### config.mk
export PLATFORM = sky130hd
export DESIGN_NAME = ksa_param_controller
export DESIGN_NICKNAME = d
export VERILOG_FILES = /design/src/rtl/ksa_param_controller.sv
export SDC_FILE = /design/constraint.sdc
export NUM_CORES = 1
export LEC_CHECK = 0
export CAP_MARGIN = 20
export CORE_ASPECT_RATIO = 1.4
export CORE_MARGIN = 2
export CORE_UTILIZATION = 35
export DETAILED_ROUTE_END_ITERATION = 16
export GPL_TIMING_DRIVEN = 0
export HOLD_SLACK_MARGIN = 0.05
export SLEW_MARGIN = 20
export SYNTH_ARGS = -nofsm -noshare
export SYNTH_HDL_FRONTEND = slang
export SYNTH_SLANG_ARGS = --single-unit
### constraint.sdc
create_clock -name clk -period 4.87 [get_ports clk]
set_input_delay 0.7305 -clock clk [delete_from_list [all_inputs] [get_ports clk]]
set_output_delay 0.7305 -clock clk [all_outputs]
set_load 0.02 [all_outputs]
### src/rtl/ksa_param_controller.sv
`default_nettype none
// ksa_param_controller: RC4 key-scheduling engine driving an external single-port S RAM (rev 1.0).
// Define KSA_INIT_FILL_EN to write S[k]=k before scheduling.
module ksa_param_controller #(
    parameter int AW            = 8,
    parameter int MAX_KEY_BYTES = 3,
    parameter int RD_LAT        = 2
) (
    input  logic                                 clk,
    input  logic                                 reset_n,
    input  logic                                 start,
    input  logic [8*MAX_KEY_BYTES-1:0]           key,
    input  logic [$clog2(MAX_KEY_BYTES+1)-1:0]   key_len,
    output logic                                 busy,
    output logic                                 done,
    output logic                                 err,
    output logic [AW-1:0]                        address,
    output logic [AW-1:0]                        data,
    output logic                                 wren,
    input  logic [AW-1:0]                        q
);
    localparam int KW = $clog2(MAX_KEY_BYTES+1);
    localparam int WW = $clog2(RD_LAT+1);

    typedef enum logic [2:0] {
        S_IDLE   = 3'd0,
        S_RD_I   = 3'd1,
        S_CALC_J = 3'd2,
        S_RD_J   = 3'd3,
        S_WR_J   = 3'd4,
        S_WR_I   = 3'd5,
        S_DONE   = 3'd6
`ifdef KSA_INIT_FILL_EN
        , S_FILL = 3'd7
`endif
    } state_t;

    state_t                   state_q, state_d;
    logic [AW-1:0]            i_q, i_d, j_q, j_d, si_q, si_d, sj_q, sj_d;
    logic [KW-1:0]            kidx_q, kidx_d, klen_q, klen_d;
    logic [WW-1:0]            wait_q, wait_d;
    logic [8*MAX_KEY_BYTES-1:0] key_q, key_d;
    logic [AW-1:0]            addr_q, addr_d, data_q, data_d;
    logic                     wren_q, wren_d, busy_q, busy_d, done_q, done_d, err_q, err_d;
    logic [7:0]               kbyte;

    always_comb begin
        state_d = state_q;
        i_d     = i_q;
        j_d     = j_q;
        si_d    = si_q;
        sj_d    = sj_q;
        kidx_d  = kidx_q;
        klen_d  = klen_q;
        wait_d  = wait_q;
        key_d   = key_q;
        err_d   = 1'b0;
        kbyte   = key_q[8*(MAX_KEY_BYTES-1-int'(kidx_q)) +: 8];

        unique case (state_q)
            S_IDLE: begin
                if (start) begin
                    if (key_len != '0 && key_len <= KW'(MAX_KEY_BYTES)) begin
                        key_d  = key;
                        klen_d = key_len;
                        i_d    = '0;
                        j_d    = '0;
                        kidx_d = '0;
                        wait_d = '0;
`ifdef KSA_INIT_FILL_EN
                        state_d = S_FILL;
`else
                        state_d = S_RD_I;
`endif
                    end else begin
                        err_d = 1'b1;
                    end
                end
            end
`ifdef KSA_INIT_FILL_EN
            // i doubles as the fill pointer and wraps back to 0 for scheduling.
            S_FILL: begin
                i_d = i_q + AW'(1);
                if (i_q == '1) state_d = S_RD_I;
            end
`endif
            S_RD_I: begin
                if (wait_q == WW'(RD_LAT)) begin
                    si_d    = q;
                    wait_d  = '0;
                    state_d = S_CALC_J;
                end else begin
                    wait_d = wait_q + WW'(1);
                end
            end
            S_CALC_J: begin
                j_d     = j_q + si_q + AW'(kbyte);
                state_d = S_RD_J;
            end
            S_RD_J: begin
                if (wait_q == WW'(RD_LAT)) begin
                    sj_d    = q;
                    wait_d  = '0;
                    state_d = S_WR_J;
                end else begin
                    wait_d = wait_q + WW'(1);
                end
            end
            S_WR_J: state_d = S_WR_I;
            S_WR_I: begin
                kidx_d  = (kidx_q == klen_q - KW'(1)) ? '0 : kidx_q + KW'(1);
                i_d     = i_q + AW'(1);
                state_d = (i_q == '1) ? S_DONE : S_RD_I;
            end
            S_DONE:  state_d = S_IDLE;
            default: state_d = S_IDLE;
        endcase

        // Outputs are derived from the next state so they register cleanly with it.
        addr_d = '0;
        data_d = '0;
        wren_d = 1'b0;
        case (state_d)
            S_RD_I: addr_d = i_d;
            S_RD_J: addr_d = j_d;
            S_WR_J: begin
                addr_d = j_d;
                data_d = si_d;
                wren_d = 1'b1;
            end
            S_WR_I: begin
                addr_d = i_d;
                data_d = sj_d;
                wren_d = 1'b1;
            end
`ifdef KSA_INIT_FILL_EN
            S_FILL: begin
                addr_d = i_d;
                data_d = i_d;
                wren_d = 1'b1;
            end
`endif
            default: ;
        endcase
        busy_d = (state_d != S_IDLE);
        done_d = (state_d == S_DONE);
    end

    always_ff @(posedge clk or negedge reset_n) begin
        if (!reset_n) begin
            state_q <= S_IDLE;
            i_q     <= '0;
            j_q     <= '0;
            si_q    <= '0;
            sj_q    <= '0;
            kidx_q  <= '0;
            klen_q  <= '0;
            wait_q  <= '0;
            key_q   <= '0;
            addr_q  <= '0;
            data_q  <= '0;
            wren_q  <= 1'b0;
            busy_q  <= 1'b0;
            done_q  <= 1'b0;
            err_q   <= 1'b0;
        end else begin
            state_q <= state_d;
            i_q     <= i_d;
            j_q     <= j_d;
            si_q    <= si_d;
            sj_q    <= sj_d;
            kidx_q  <= kidx_d;
            klen_q  <= klen_d;
            wait_q  <= wait_d;
            key_q   <= key_d;
            addr_q  <= addr_d;
            data_q  <= data_d;
            wren_q  <= wren_d;
            busy_q  <= busy_d;
            done_q  <= done_d;
            err_q   <= err_d;
        end
    end

    assign address = addr_q;
    assign data    = data_q;
    assign wren    = wren_q;
    assign busy    = busy_q;
    assign done    = done_q;
    assign err     = err_q;

endmodule
`default_nettype wire
## Yosys cells after proc, flatten, opt, wreduce, memory -nomap -nowiden

Cells that the tools add are included.

- Shift operators: 1
- Magnitude comparators: 1
- Mux-type cells: 28
- Reduce and logical (&&, ||, !) cells: 13
- Equal/unequal tests: 15
- Add/subtract/negate cells: 7

Operators by type and width:

| kind | number |
|---|---|
| 8-bit 2-to-1 mux | 8 |
| 8-bit one-hot mux with 2 select lines | 4 |
| 24-bit by 6-bit variable part select with 8-bit output | 1 |
| 3-bit one-hot mux with 6 select lines | 1 |
| 8-bit adder | 2 |
| 3-bit == test (second input constant) | 5 |
| 3-bit 2-to-1 mux | 5 |
| 3-bit by 2-bit == test with 1-bit output (second input constant) | 3 |
| 3-bit AND reduction | 3 |
| 8-bit by 1-bit adder with 8-bit output (second input constant) | 1 |
| 8-bit == test (second input constant) | 1 |
| 2-bit 2-to-1 mux | 4 |
| 2-bit one-hot mux with 2 select lines | 2 |
| 2-bit OR reduction | 4 |
| 3-bit by 1-bit == test with 1-bit output (second input constant) | 2 |
| 2-bit nonzero test | 3 |
| 2-bit by 1-bit adder with 2-bit output (second input constant) | 2 |
| 1-bit 2-to-1 mux | 4 |
| 2-bit != test (second input constant) | 2 |
| 3-bit zero test | 1 |
| 3-bit nonzero test | 1 |
| 2-bit by 2-bit subtractor with 3-bit output (first input constant) | 1 |
| 2-bit == test | 1 |
| 2-bit == test (second input constant) | 1 |
| other kinds (3) | 3 |

- Input port bits: 37
- Flip-flop bits (word level): 85

## Logic depth before layout (Yosys ltp)

- Depth in word-level cells: 8
- Depth in mapped cells: 16
- Mapped depth without buffers: 15

## Worst setup path before layout

OpenSTA, ideal clock, no wires.

- Path kind: flip-flop to flip-flop
- Start: register kidx_q[0]
- End: register addr_q[7], in the netlist address[7]
- Buffers on the path: 1
- Period minus slack after synthesis: 3.543 ns
- Data required time: 4.803 ns
- Path slack: 1.327 ns
- Arrival time: 3.475 ns
- Stages on the path, launching flop included: 17
- Cell sequence: dfrtp_1 ha_1 clkbuf_1 nor2b_1 a21oi_1 nor2_1 a21oi_1 fa_1 inv_1 ha_1 inv_1 fa_1 nor2b_1 o311a_1 or3_1 mux2i_1 a311o_1

- Word-level cells in the longest chain between the ends: 5

Ends and longest elaborated chain:

| element | RTL line | RTL |
|---|---|---|
| start, declared | 40 | `logic [KW-1:0] kidx_q, kidx_d, klen_q, klen_d;` |
| start signal, assigned | 172 | `kidx_q <= kidx_d;` |
| 2-bit by 2-bit subtractor with 3-bit output | 58 | `kbyte = key_q[8*(MAX_KEY_BYTES-1-int'(kidx_q)) +: 8];` |
| 24-bit by 6-bit variable part select with 8-bit output | 58 |  |
| 8-bit adder | 97 | `j_d = j_q + si_q + AW'(kbyte);` |
| 8-bit one-hot mux with 2 select lines | 60 | `unique case (state_q)` |
| 8-bit one-hot mux with 2 select lines | 123 | `case (state_d)` |
| net addr_d[7] | 43 | `logic [AW-1:0] addr_q, addr_d, data_q, data_d;` |
| end signal, assigned | 176 | `addr_q <= addr_d;` |
| end, declared | 43 |  |

The timed path passes the listed nets, and every way through them passes these cells.
A chain may end at the register's enable or synchronous reset.

## Worst setup path in the final report

Same ends and word-level chain as after synthesis.

==> flow_summary.yaml <==
final_layout:
  multi_input_area_sq_mm: 0.00186
  diodes: 0
  areaGrowthSynthToFinish_pct: 25.1
  seqCellArea_sq_mm: 0.00213
  fillers: 1117
  layout-drive-gt1-share: 0.102
  stdcell_area_sq_mm: 0.00522
  final_nets: 529
logic_synthesis:
  synth_top_area_frac: 0.510
  synth_top_family_by_area: "simple AND/OR/NAND/NOR gates"
  async_reset_ff_frac: 1.00
  synth_compound_area_frac: 0.131
  yosysTopAreaCell: "dfrtp_1"
  synthCells: 408
  yosys_warnings: 0
  ys_seq_area_frac: 0.510
  syn_area_sq_mm: 0.00417
  synth_edf_count: 0
  synth.area.top_cells: "dfrtp_1 (51%), nand2_1 (8.3%), mux2_2 (4.6%)"
  ys_ff_latch: 85
  synth_xor_xnor_area_share: 0.0168
  synth_fa_ha_area_frac: 0.0624
  synthMuxAreaShare: 0.0555
  ys.flop_type: "dfrtp_1"
  syn-num-nets: 461
  synth_common_cells: "nand2_1 (92), dfrtp_1 (85), inv_1 (25)"
  yosys.area_share.simple: 0.181
  synth.avg_cell_area_sq_um: 10.2
  ys_types: 58
  synth.most_common_cell: "nand2_1"
min_path:
  min-delay-path-class: "primary input to asynchronous set/reset pin"
grt:
  antenna_found_initial: 0
  grt_max_degree: 56
  grt_pass1_wl_mm: 15.9
  overflow: 0
  grt_pass1_vias: 3221
  grt.total_usage: 0.163
power_and_ir_drop:
  leakage_nw: 2.48
  switching_power_w: 0.00145
  swShare: 0.399
  ir_drop_mv: 0.288
  power_frac_comb: 0.499
  power.density_mw_per_mm2: 696
  p_clk_frac: 0.177
  p_int_w: 0.00218
  seqPwrFrac: 0.325
flow_run:
  maxCapViolations: 0
detailed_routing:
  wl_mm: 9.39
  vias: 3148
  drc_errors: 0
  first_iter_violations: 153
  via_per_inst: 5.01
  firstDrtPassIters: 4
  ant_nets: 0
  wire_per_inst_um: 14.9
floorplan:
  die_y_um: 133
  dieArea_sq_mm: 0.0128
  die-width_um: 96.2
  initial_core_util: 0.356
  core_sq_mm: 0.0117
  rows: 47
  boundaryPins: 57
clock_network:
  cts_buffers: 9
  ctsHoldBuffers: 0
  cts_tree: "yes"
  cts_root_buffer: "clkbuf_16"
  cts_buffer_depth: 2
  post-cts-setup-buffers: 0
  clock_latency_ns: 0.35
  clk_pin_slew_worst_paths_ns: 0.06
  cts_max_level: 3
  cts_sinks: 85
  post_cts_resize_count: 0
run_status:
  status: "finished clean"
placement:
  detailed_place_hpwl_mm: 7.03
  gp_congestion: 0.796
  io_buffers: 56
  placed_area_sq_mm: 0.00494
worst_setup_path:
  required_ns: 5.14
  cp.arrival_ns: 4.56
  crit_path_start_kind: "flop"
  critical_path_class: "flop to flop"
  slowest_delay_ns: 0.50
  cp_slowest_cell: "fa_1"
  crit_fanout: 10
  path_buf_inv: 3
  end_kind: "flop"
  critical_path.top_delay_family: "adder cells"
  worstPathCellList: "ha_1 -> clkbuf_1 -> nor2b_1 -> a21oi_1 -> nor2_1 -> a21oi_1 -> fa_1 -> inv_1 -> ha_1 -> inv_1 -> fa_1 -> nor2b_1 -> o311a_1 -> or3_1 -> mux2i_1 -> a311o_1"
timing:
  setup_tns_ns: 0
  fmax_mhz: 233
  worst_pin_slew_ns: 0.786
  fin_skew_ns: 0.00633
  hold_viol: 0
  slew_viol_final: 0
  rsz0062_at_grt: "no"
  finalSetupViolations: 0
  period_needed_ns: 4.29
  holdWs_ns: 0.318
  slew_headroom: 0.474
  period_share: 0.880
[cell type report]
cell class / count / area share
inverter: 25 / 0.0180
timing repair buffer: 57 / 0.112
sequential: 85 / 0.408
tap: 147 / 0.0353
buffer: 17 / 0.0165
clock buffer: 12 / 0.0492
clock inverter: 4 / 0.00432
multi-input combinational: 281 / 0.357
[registers in the layout (all words and copies together), names as in the netlist]
name     flops
key_q       24
address      8
data         8
i_q          8
j_q          8
si_q         8
sj_q         8
state_q      3
kidx_q       2
klen_q       2
wait_q       2
busy         1
done         1
err          1
wren         1
[logic make-up (layout without fill, tap and decap cells)]
| logic type | after synthesis | count (layout) |
|---|---|---|
| flops | 85 | 85 |
| compound gates | 80 | 80 |
| mux | 21 | 21 |
| xor+xnor | 8 | 8 |
| fa+ha+maj | 16 | 16 |
| buf+inv | 42 | 115 |
| simple gates | 156 | 156 |
[per-stage QoR]
stage | instances | worst slack [ns] | power, W | util
6_report | 628 | 0.584 | 0.00363 | 0.446
5_1_grt | 628 | 0.261 | 0.00397 | 0.446
4_1_cts | 628 | 0.606 | 0.00367 | 0.446
3_5_place_dp | 612 | 0.663 | 0.00300 | 0.422
3_3_place_gp | 611 | 0.0122 | 0.00295 | 0.420
2_1_floorplan | 408 | 1.33 | 0.00250 | -
[routing by layer]
layer / GRT usage / vias up / part of all wire
met1: 0.211 / 1541 / 0.43
met5: 0 / - / 0
met3: 0.0198 / 15 / 0.033
met2: 0.265 / 64 / 0.52
li1: - / 1528 / -
met4: 0.0857 / 0 / 0.024
[power by group through the flow]
stage               Clock, W  Combinational [W]  Sequential, W
finish              0.000642            0.00181        0.00118
global route        0.000690            0.00206        0.00122
CTS                 0.000658            0.00184        0.00118
detailed placement         0            0.00182        0.00119
global placement           0            0.00177        0.00118
floorplan                  0            0.00133        0.00117
[layout by cell type, fill, tap and decap left out, drive strengths merged, types with 4 or more instances in the layout]
cell	instances
a32o	4
o21a	4
xnor2	5
or3	4
o21ai	22
nand3	6
nor2	14
inv	25
ha	8
a21o	4
nand2b	9
buf	11
nor2b	8
clkbuf	20
fa	8
dfrtp	85
nand2	92
a22o	10
mux2i	4
clkdlybuf4s50	55
mux2	17
a21oi	15
[worst paths after layout]
kind	endpoint	from	slack (ns)	cells after the start
max	address[7]	kidx_q[0]	0.58	16
min	key_q[15]	reset_n	0.32	1
max reg2reg	address[7]	kidx_q[0]	0.58	16
min reg2reg	key_q[21]	key_q[21]	0.47	2
max in group asynchronous	address[4]	reset_n	3.95	2
min in group clk	key_q[21]	key_q[21]	0.47	2
No activity file was read; power rests on OpenSTA's default activity.
